`config.mk`:
```
export PLATFORM = sky130hd
export DESIGN_NAME = sd_card_responder
export DESIGN_NICKNAME = d
export VERILOG_FILES = /design/src/rtl/sd_spi_pkg.sv /design/src/rtl/spi_byte_slave.sv /design/src/rtl/sd_card_responder.sv
export SDC_FILE = /design/constraint.sdc
export NUM_CORES = 1
export LEC_CHECK = 0
export BUFFER_PORTS_ARGS = -buffer_cell sky130_fd_sc_hd__buf_2
export CORE_AREA = 3 3 157 143
export DETAILED_ROUTE_END_ITERATION = 16
export DIE_AREA = 0 0 160 146
export SYNTH_ARGS = -nofsm -noshare
export SYNTH_HDL_FRONTEND = slang
export SYNTH_HIERARCHICAL = 1
export SYNTH_SLANG_ARGS = --single-unit
```
`constraint.sdc`:
```
create_clock -name clk -period 6.77 [get_ports clk]
set_input_delay 0.677 -clock clk [delete_from_list [all_inputs] [get_ports clk]]
set_output_delay 0.677 -clock clk [all_outputs]
set_load 0.01 [all_outputs]
```
`src/rtl/sd_spi_pkg.sv`:
```
// Shared definitions for the SPI-mode SD card responder.
// Holds command indices, R1 bit positions, the data token, the OCR value
// reported by CMD58, the frame-state enum and an R1 builder.
package sd_spi_pkg;

    localparam logic [5:0] CmdGoIdle     = 6'd0;
    localparam logic [5:0] CmdSendIfCond = 6'd8;
    localparam logic [5:0] CmdReadSingle = 6'd17;
    localparam logic [5:0] CmdAppOpCond  = 6'd41;
    localparam logic [5:0] CmdAppCmd     = 6'd55;
    localparam logic [5:0] CmdReadOcr    = 6'd58;

    localparam int unsigned R1IdleBit    = 0;
    localparam int unsigned R1IllegalBit = 2;

    localparam logic [7:0]  DataToken = 8'hFE;
    localparam logic [31:0] Ocr       = 32'hC0FF8000;

    typedef enum logic [2:0] {
        StHunt, StCmd, StNcr, StResp, StNac, StToken, StData, StCrc
    } frame_state_e;

    function automatic logic [7:0] r1_byte(input logic idle, input logic illegal);
        logic [7:0] r;
        r = 8'h00;
        r[R1IdleBit]    = idle;
        r[R1IllegalBit] = illegal;
        return r;
    endfunction

endpackage

```
`src/rtl/spi_byte_slave.sv`:
```
// SPI mode-0 byte engine clocked by the system clock.
// Ports:
//   clk, rst          system clock, async active-high reset
//   spi_clk, cs, mosi raw SPI pins (asynchronous to clk)
//   tx_byte           byte to send in the next slot, taken on byte_done
//   miso              card-to-host data, changes on synchronised spi_clk fall
//   byte_done         one-clk pulse on every 8th synchronised rise (cs low)
//   rx_byte           received byte, valid while byte_done is high
//   cs_high           synchronised chip-select deasserted
module spi_byte_slave (
    input  logic       clk,
    input  logic       rst,
    input  logic       spi_clk,
    input  logic       cs,
    input  logic       mosi,
    input  logic [7:0] tx_byte,
    output logic       miso,
    output logic       byte_done,
    output logic [7:0] rx_byte,
    output logic       cs_high
);

    logic [1:0] sclk_sync, cs_sync, mosi_sync;
    logic       sclk_prev;
    logic [2:0] bit_cnt;
    logic [6:0] rx_shift;
    logic [7:0] tx_shift;
    logic       sclk_rise, sclk_fall;

    assign cs_high   = cs_sync[1];
    assign sclk_rise = sclk_sync[1] & ~sclk_prev;
    assign sclk_fall = ~sclk_sync[1] & sclk_prev;
    // Gated by cs so a rise coinciding with deselect never completes a byte.
    assign byte_done = sclk_rise & ~cs_high & (bit_cnt == 3'd7);
    assign rx_byte   = {rx_shift, mosi_sync[1]};

    always_ff @(posedge clk or posedge rst) begin
        if (rst) begin
            sclk_sync <= 2'b00;
            cs_sync   <= 2'b11;
            mosi_sync <= 2'b00;
            sclk_prev <= 1'b0;
        end else begin
            sclk_sync <= {sclk_sync[0], spi_clk};
            cs_sync   <= {cs_sync[0], cs};
            mosi_sync <= {mosi_sync[0], mosi};
            sclk_prev <= sclk_sync[1];
        end
    end

    always_ff @(posedge clk or posedge rst) begin
        if (rst) begin
            bit_cnt  <= 3'd0;
            rx_shift <= 7'd0;
            tx_shift <= 8'hFF;
            miso     <= 1'b1;
        end else if (cs_high) begin
            bit_cnt  <= 3'd0;
            tx_shift <= 8'hFF;
            miso     <= 1'b1;
        end else begin
            if (sclk_rise) begin
                rx_shift <= {rx_shift[5:0], mosi_sync[1]};
                bit_cnt  <= bit_cnt + 3'd1;
            end
            // Load happens on a rise, shifting on a fall: never the same cycle.
            if (byte_done) begin
                tx_shift <= tx_byte;
            end else if (sclk_fall) begin
                miso     <= tx_shift[7];
                tx_shift <= {tx_shift[6:0], 1'b1};
            end
        end
    end

endmodule

```
`src/rtl/sd_card_responder.sv`:
```
// Card-side SPI-mode SD responder: decodes 48-bit command frames, tracks the
// initialisation state and answers with R1/R3/R7 plus CMD17 block reads.
// Ports:
//   clk, rst                 system clock, async active-high reset
//   spi_clk, cs, mosi, miso  SPI link to the host
//   cmd_valid/index/arg      pulse and fields of each accepted frame
//   card_ready               ACMD41 has reported not-busy
//   blk_addr                 CMD17 argument of the current read
//   byte_req/byte_in/valid   block byte source handshake
//   underrun                 sticky: a block byte was missing at load time
module sd_card_responder #(
    parameter int unsigned ACMD41_BUSY_COUNT = 2,
    parameter int unsigned NCR_BYTES         = 1,
    parameter int unsigned NAC_BYTES         = 2
) (
    input  logic        clk,
    input  logic        rst,
    input  logic        spi_clk,
    input  logic        cs,
    input  logic        mosi,
    output logic        miso,
    output logic        cmd_valid,
    output logic [5:0]  cmd_index,
    output logic [31:0] cmd_arg,
    output logic        card_ready,
    output logic [31:0] blk_addr,
    output logic        byte_req,
    input  logic [7:0]  byte_in,
    input  logic        byte_valid,
    output logic        underrun
);
    import sd_spi_pkg::*;

    localparam logic [9:0] NcrLast   = 10'(NCR_BYTES - 1);
    localparam logic [9:0] NacLast   = 10'(NAC_BYTES - 1);
    localparam logic [7:0] BusyCount = 8'(ACMD41_BUSY_COUNT);

    logic         byte_done, cs_high;
    logic [7:0]   rx_byte, tx_byte;
    frame_state_e state_q, state_d;
    logic [9:0]   cnt_q, cnt_d;
    logic [5:0]   fr_idx_q, fr_idx_d;
    logic [31:0]  fr_arg_q, fr_arg_d;
    logic [39:0]  resp_q;
    logic         resp_long_q, rd_q;
    logic         idle_q, app_q;
    logic [7:0]   acnt_q;
    logic [7:0]   data_q;
    logic         have_q, pend_q;
    logic         exec, req, load_data, resp_shift;

    // Command decode results, applied when exec fires.
    logic         idle_n, app_n, ready_n, clr_ur, rd_new, resp_long_n;
    logic [7:0]   acnt_n, r1;
    logic [31:0]  payload;
    logic [39:0]  resp_new;

    spi_byte_slave u_byte (
        .clk       (clk),
        .rst       (rst),
        .spi_clk   (spi_clk),
        .cs        (cs),
        .mosi      (mosi),
        .tx_byte   (tx_byte),
        .miso      (miso),
        .byte_done (byte_done),
        .rx_byte   (rx_byte),
        .cs_high   (cs_high)
    );

    always_comb begin
        idle_n      = idle_q;
        app_n       = 1'b0;
        acnt_n      = acnt_q;
        ready_n     = card_ready;
        clr_ur      = 1'b0;
        rd_new      = 1'b0;
        resp_long_n = 1'b0;
        payload     = 32'hFFFF_FFFF;
        r1          = r1_byte(idle_q, 1'b0);
        case (fr_idx_q)
            CmdGoIdle: begin
                idle_n  = 1'b1;
                acnt_n  = 8'd0;
                ready_n = 1'b0;
                clr_ur  = 1'b1;
                r1      = r1_byte(1'b1, 1'b0);
            end
            CmdSendIfCond: begin
                resp_long_n = 1'b1;
                payload     = {16'h0000, 4'h0, fr_arg_q[11:8], fr_arg_q[7:0]};
            end
            CmdAppCmd: app_n = 1'b1;
            CmdAppOpCond: begin
                if (!app_q) begin
                    r1 = r1_byte(idle_q, 1'b1);
                end else if (acnt_q < BusyCount) begin
                    acnt_n = acnt_q + 8'd1;
                    r1     = r1_byte(1'b1, 1'b0);
                end else begin
                    idle_n  = 1'b0;
                    ready_n = 1'b1;
                    r1      = r1_byte(1'b0, 1'b0);
                end
            end
            CmdReadOcr: begin
                resp_long_n = 1'b1;
                payload     = Ocr;
            end
            CmdReadSingle: begin
                if (idle_q) begin
                    r1 = r1_byte(1'b1, 1'b1);
                end else begin
                    rd_new = 1'b1;
                end
            end
            default: r1 = r1_byte(idle_q, 1'b1);
        endcase
        resp_new = {r1, payload};
    end

    always_comb begin
        state_d    = state_q;
        cnt_d      = cnt_q;
        fr_idx_d   = fr_idx_q;
        fr_arg_d   = fr_arg_q;
        tx_byte    = 8'hFF;
        exec       = 1'b0;
        req        = 1'b0;
        load_data  = 1'b0;
        resp_shift = 1'b0;
        if (cs_high) begin
            state_d = StHunt;
            cnt_d   = 10'd0;
        end else if (byte_done) begin
            // tx_byte chosen here is the byte for the slot that starts now.
            unique case (state_q)
                StHunt: begin
                    if (rx_byte[7:6] == 2'b01) begin
                        state_d  = StCmd;
                        fr_idx_d = rx_byte[5:0];
                        cnt_d    = 10'd0;
                    end
                end
                StCmd: begin
                    if (cnt_q == 10'd4) begin
                        exec  = 1'b1;
                        cnt_d = 10'd0;
                        if (NCR_BYTES == 0) begin
                            state_d = StResp;
                            tx_byte = resp_new[39:32];
                        end else begin
                            state_d = StNcr;
                        end
                    end else begin
                        fr_arg_d = {fr_arg_q[23:0], rx_byte};
                        cnt_d    = cnt_q + 10'd1;
                    end
                end
                StNcr: begin
                    if (cnt_q == NcrLast) begin
                        state_d    = StResp;
                        tx_byte    = resp_q[39:32];
                        resp_shift = 1'b1;
                        cnt_d      = 10'd0;
                    end else begin
                        cnt_d = cnt_q + 10'd1;
                    end
                end
                StResp: begin
                    if (cnt_q == (resp_long_q ? 10'd4 : 10'd0)) begin
                        cnt_d = 10'd0;
                        if (!rd_q) begin
                            state_d = StHunt;
                        end else if (NAC_BYTES == 0) begin
                            state_d = StToken;
                            tx_byte = DataToken;
                            req     = 1'b1;
                        end else begin
                            state_d = StNac;
                        end
                    end else begin
                        tx_byte    = resp_q[39:32];
                        resp_shift = 1'b1;
                        cnt_d      = cnt_q + 10'd1;
                    end
                end
                StNac: begin
                    if (cnt_q == NacLast) begin
                        state_d = StToken;
                        tx_byte = DataToken;
                        req     = 1'b1;
                        cnt_d   = 10'd0;
                    end else begin
                        cnt_d = cnt_q + 10'd1;
                    end
                end
                StToken: begin
                    state_d   = StData;
                    cnt_d     = 10'd0;
                    load_data = 1'b1;
                    req       = 1'b1;
                end
                StData: begin
                    if (cnt_q == 10'd511) begin
                        state_d = StCrc;
                        cnt_d   = 10'd0;
                    end else begin
                        load_data = 1'b1;
                        cnt_d     = cnt_q + 10'd1;
                        // Loading byte 511 needs no further prefetch.
                        req       = (cnt_q != 10'd510);
                    end
                end
                StCrc: begin
                    if (cnt_q == 10'd1) begin
                        state_d = StHunt;
                        cnt_d   = 10'd0;
                    end else begin
                        cnt_d = 10'd1;
                    end
                end
                default: state_d = StHunt;
            endcase
            if (load_data) begin
                tx_byte = have_q ? data_q : 8'h00;
            end
        end
    end

    always_ff @(posedge clk or posedge rst) begin
        if (rst) begin
            state_q     <= StHunt;
            cnt_q       <= 10'd0;
            fr_idx_q    <= 6'd0;
            fr_arg_q    <= 32'd0;
            resp_q      <= 40'hFF_FFFF_FFFF;
            resp_long_q <= 1'b0;
            rd_q        <= 1'b0;
            idle_q      <= 1'b1;
            app_q       <= 1'b0;
            acnt_q      <= 8'd0;
            data_q      <= 8'd0;
            have_q      <= 1'b0;
            pend_q      <= 1'b0;
            cmd_valid   <= 1'b0;
            cmd_index   <= 6'd0;
            cmd_arg     <= 32'd0;
            card_ready  <= 1'b0;
            blk_addr    <= 32'd0;
            byte_req    <= 1'b0;
            underrun    <= 1'b0;
        end else begin
            state_q   <= state_d;
            cnt_q     <= cnt_d;
            fr_idx_q  <= fr_idx_d;
            fr_arg_q  <= fr_arg_d;
            cmd_valid <= exec;
            byte_req  <= req;
            if (resp_shift) begin
                resp_q <= {resp_q[31:0], 8'hFF};
            end
            if (exec) begin
                cmd_index   <= fr_idx_q;
                cmd_arg     <= fr_arg_q;
                idle_q      <= idle_n;
                app_q       <= app_n;
                acnt_q      <= acnt_n;
                card_ready  <= ready_n;
                rd_q        <= rd_new;
                resp_long_q <= resp_long_n;
                resp_q      <= (NCR_BYTES == 0) ? {resp_new[31:0], 8'hFF} : resp_new;
                if (rd_new) begin
                    blk_addr <= fr_arg_q;
                end
            end
            if (cs_high) begin
                have_q <= 1'b0;
                pend_q <= 1'b0;
            end else begin
                if (load_data) begin
                    have_q <= 1'b0;
                    if (!have_q) begin
                        underrun <= 1'b1;
                    end
                end else if (byte_valid && pend_q) begin
                    data_q <= byte_in;
                    have_q <= 1'b1;
                    pend_q <= 1'b0;
                end
                if (req) begin
                    pend_q <= 1'b1;
                end
            end
            if (exec && clr_ur) begin
                underrun <= 1'b0;
            end
        end
    end

endmodule

```
==> summary.md <==
| Metric | Value |
|---|---|
| CTS tree | yes |
| Largest net degree at the start of global routing | 131 |
| Iter 0 DRT Violations | 385 |
| Most used DFF post-synth | dfrtp_1 |
| Starting Density | 43.9% |
| Die area | 23,400 um^2 |
| Via density | 5.23 |
| Hold_buf cts | 0 |
| Hold Startpoint | cs |
| Clk root buf | clkbuf_16 |
| Ant diodes | 0 |
| CP Capture Type | register |
| Routed wire length | 19.8 mm |
| Layout cells sized above 1 | 32.8% |
| Row count | 50 |
| Sequential fraction of the synthesis area | 58.8% |
| CTS Buf Count | 24 |
| Fin Hold WS | 0.268 ns |
| RD Place Congestion | 0.806 |
| Initial antenna violation count | 0 |
| Max rail drop VDD | 0.183 mV |
| Clk_lat worst skew | 0.51 ns |
| Period utilisation layout | 48.7% |
| Post-Syn Area per Cell | 11.3 um^2 |
| Final nets | 909 |
| Crit-path max cell delay | 0.44 ns |
| Crit-path slowest cell | or3_1 |
| Ys async rst share | 100% |
| Least-Margin Pin Slew | 1.09 ns |
| Worst setup path class | register to register |
| GRT Overall Usage | 17.0% |
| Final Max Tran Viols | 0 |
| Setup TNS | 0 ns |
| Clk slew on worst S/H paths | 0.06 ns |
| Setup Viol. Count Final | 0 |
| Achievable Freq | 304 MHz |
| IO Port Bufs | 88 |
| CP Launch Type | register |
| Most frequent cells in the layout | 184 x nand2_1, 161 x dfrtp_1, 88 x buf_2 |
| Yosys reg bits | 213 |
| Post-synthesis cell type count | 71 |
| Crit path time final | 3.29 ns |
| DRT Pass-1 Iters | 4 |
| FF-to-FF Start | u_byte/bit_cnt[0]$_DFFE_PP0P_ |
| DR DRC count | 0 |
| Final ANT Viol Nets | 0 |
| Outcome | complete, no violations |
| Worst Skew | 0.0125 ns |
| MaxCap Viol Count | 0 |
| Vias in the first global route | 6,161 |
| Post-CTS setup buffer count | 0 |
| Layout Utilization | 50.8% |
| Net Count, Synth | 832 |
| Rel. slew slack | 26.5% |
| Critical path peak fanout | 57 |
| Area of placed instances | 9810 um^2 |
| Yosys warnings | 6 |
| WP data required | 7.16 ns |
| CTS Sinks | 213 |
| First-pass GRT wire length | 33.2 mm |
| Hold WC Path Type | input port to register |
| Hold Path Stages | 1 |
| I/O Pins | 89 |
| Clock buffer depth | 3 |
| Critical path arrival | 3.68 ns |
| R2R cell count | 10 |
| Setup repair after global routing missed its margin | false |
| Power Dens Cells | 251 nW/um^2 |
| R2R Setup Slk | 3.48 ns |
| LEAKAGE | 0.00526 uW |
| Die width | 160 um |
| Die height | 146 um |
| Mapped Cells | 811 |
| Total core area | 20,900 um^2 |
| Detailed Place HPWL | 12.8 mm |
| Post-Syn Area | 9180 um^2 |
| Vias | 6,239 |
| R2R Path End | blk_addr[18]$_DFFE_PP0P_ |
| GRT Residual Overflow | 0 |
| Final hold vios | 0 |
| Wirelength per Cell | 16.6 um |
| Layout Area Growth over Synthesis | 15.6% |
| Post-synth EDFFs | 0 |
| Hold Crit Endpoint | u_byte/cs_sync[0]$_DFF_PP1_ |
| Post-CTS sizing | 0 |
| Crit path cell chain | ha_1 -> ha_1 -> and4bb_2 -> nand2b_1 -> nor3_1 -> nand3_2 -> buf_4 -> or3_1 -> buf_4 -> mux2_2 |
| Commonest non-fill, non-tap cell in the layout | nand2_1 |
| Final instance area | 10,600 um^2 |
| H-tree lvl count | 1 |
## critical path: cells and delay by family (launching register included)
kind	cells	cell delay (ns)
fa+ha+maj	2	0.35
simple gates	5	1.45
buf+inv	2	0.65
mux	1	0.33
flops	1	0.36
## per-layer routing
layer | up-vias | track usage, % | part of all wire [%]
met5 | - | 0 | 0
met4 | 0 | 3.90 | 2.0
met3 | 32 | 2.62 | 3.6
met2 | 117 | 25.2 | 43
met1 | 3104 | 26.4 | 51
li1 | 2986 | - | -
## cell families (layout without fill, tap and decap cells)
group	Yosys count	in the layout	synth area share, %
buf+inv	60	155	3.23
compound gates	123	123	9.48
xor+xnor	6	6	0.573
mux	92	92	11.2
flops	213	213	58.8
fa+ha+maj	7	7	0.955
simple gates	310	310	15.7
## worst max-delay path by stage
stage                                        startpoint                       end  slack, ns  depth (start not counted)
final                     u_byte/bit_cnt[0]$_DFFE_PP0P_  blk_addr[18]$_DFFE_PP0P_       3.48                         10
after global routing      u_byte/bit_cnt[0]$_DFFE_PP0P_  blk_addr[30]$_DFFE_PP0P_       3.29                         10
after CTS                 u_byte/bit_cnt[0]$_DFFE_PP0P_  blk_addr[18]$_DFFE_PP0P_       3.47                         10
after detailed placement  u_byte/bit_cnt[0]$_DFFE_PP0P_   blk_addr[8]$_DFFE_PP0P_       3.52                         10
after global placement    u_byte/bit_cnt[0]$_DFFE_PP0P_   blk_addr[0]$_DFFE_PP0P_       3.58                         10
after floorplan                                     rst     acnt_q[0]$_DFFE_PP0P_       1.08                          1
## report_power, final
group | switching [uW] | internal, uW
logic | 39.0 | 22.7
clock network | 497 | 788
registers | 21.0 | 1300
total | 558 | 2110
## state kept, by name, summed over array words and instances (netlist names), 3 cells and up
name,cells
fr_idx_q,6
data_q,8
cnt_q,10
state_q,3
fr_arg_q,32
u_byte/rx_shift,7
u_byte/tx_shift,8
cmd_index,6
blk_addr,32
acnt_q,8
resp_q,40
u_byte/bit_cnt,3
cmd_arg,32
## synthesized netlist by cell type, types with 3 or more instances
cell type    n  area share [%]
nand2_1    184             7.5
dfrtp_1    161              44
mux2_2      87              11
dfstp_2     52              15
a21oi_1     41             2.2
nor2_1      32             1.3
clkbuf_1    23            0.94
nand3_1     20             1.1
nor3_1      14            0.76
inv_1       13            0.53
o21ai_0     12            0.65
a221o_1     11             1.2
a31oi_1     11            0.75
buf_1       10            0.41
nand2b_1     9            0.61
ha_1         7            0.95
nor2b_1      7            0.48
and2_1       6            0.41
nor4_1       6            0.41
o221a_1      6            0.74
buf_2        5            0.27
mux2i_1      5            0.55
or4_1        5            0.41
xnor2_1      5            0.48
a21o_1       4            0.33
a22oi_1      4            0.33
o31ai_1      4            0.33
or2b_2       4            0.38
or3_1        4            0.27
buf_6        3            0.37
o22ai_1      3            0.20
o41ai_1      3            0.29
## through the flow
step / setup slack [ns] / power, uW / std cells
floorplan: 1.08 / 1380 / 811
global placement: 3.58 / 1400 / 1148
detailed placement: 3.52 / 1400 / 1148
CTS: 3.47 / 2700 / 1192
global route: 3.29 / 2760 / 1192
finish: 3.48 / 2670 / 1192
## final cells by class
| type | instances | area (um^2) |
|---|---|---|
| clock buffer | 37 | 741 |
| clock inverter | 7 | 60.1 |
| fill | 1897 | 10300 |
| inverter | 14 | 60.1 |
| multi-input combinational | 538 | 3490 |
| sequential | 213 | 5400 |
| tap | 286 | 358 |
| timing repair buffer | 97 | 508 |
Power figures use the tool's default switching activity.
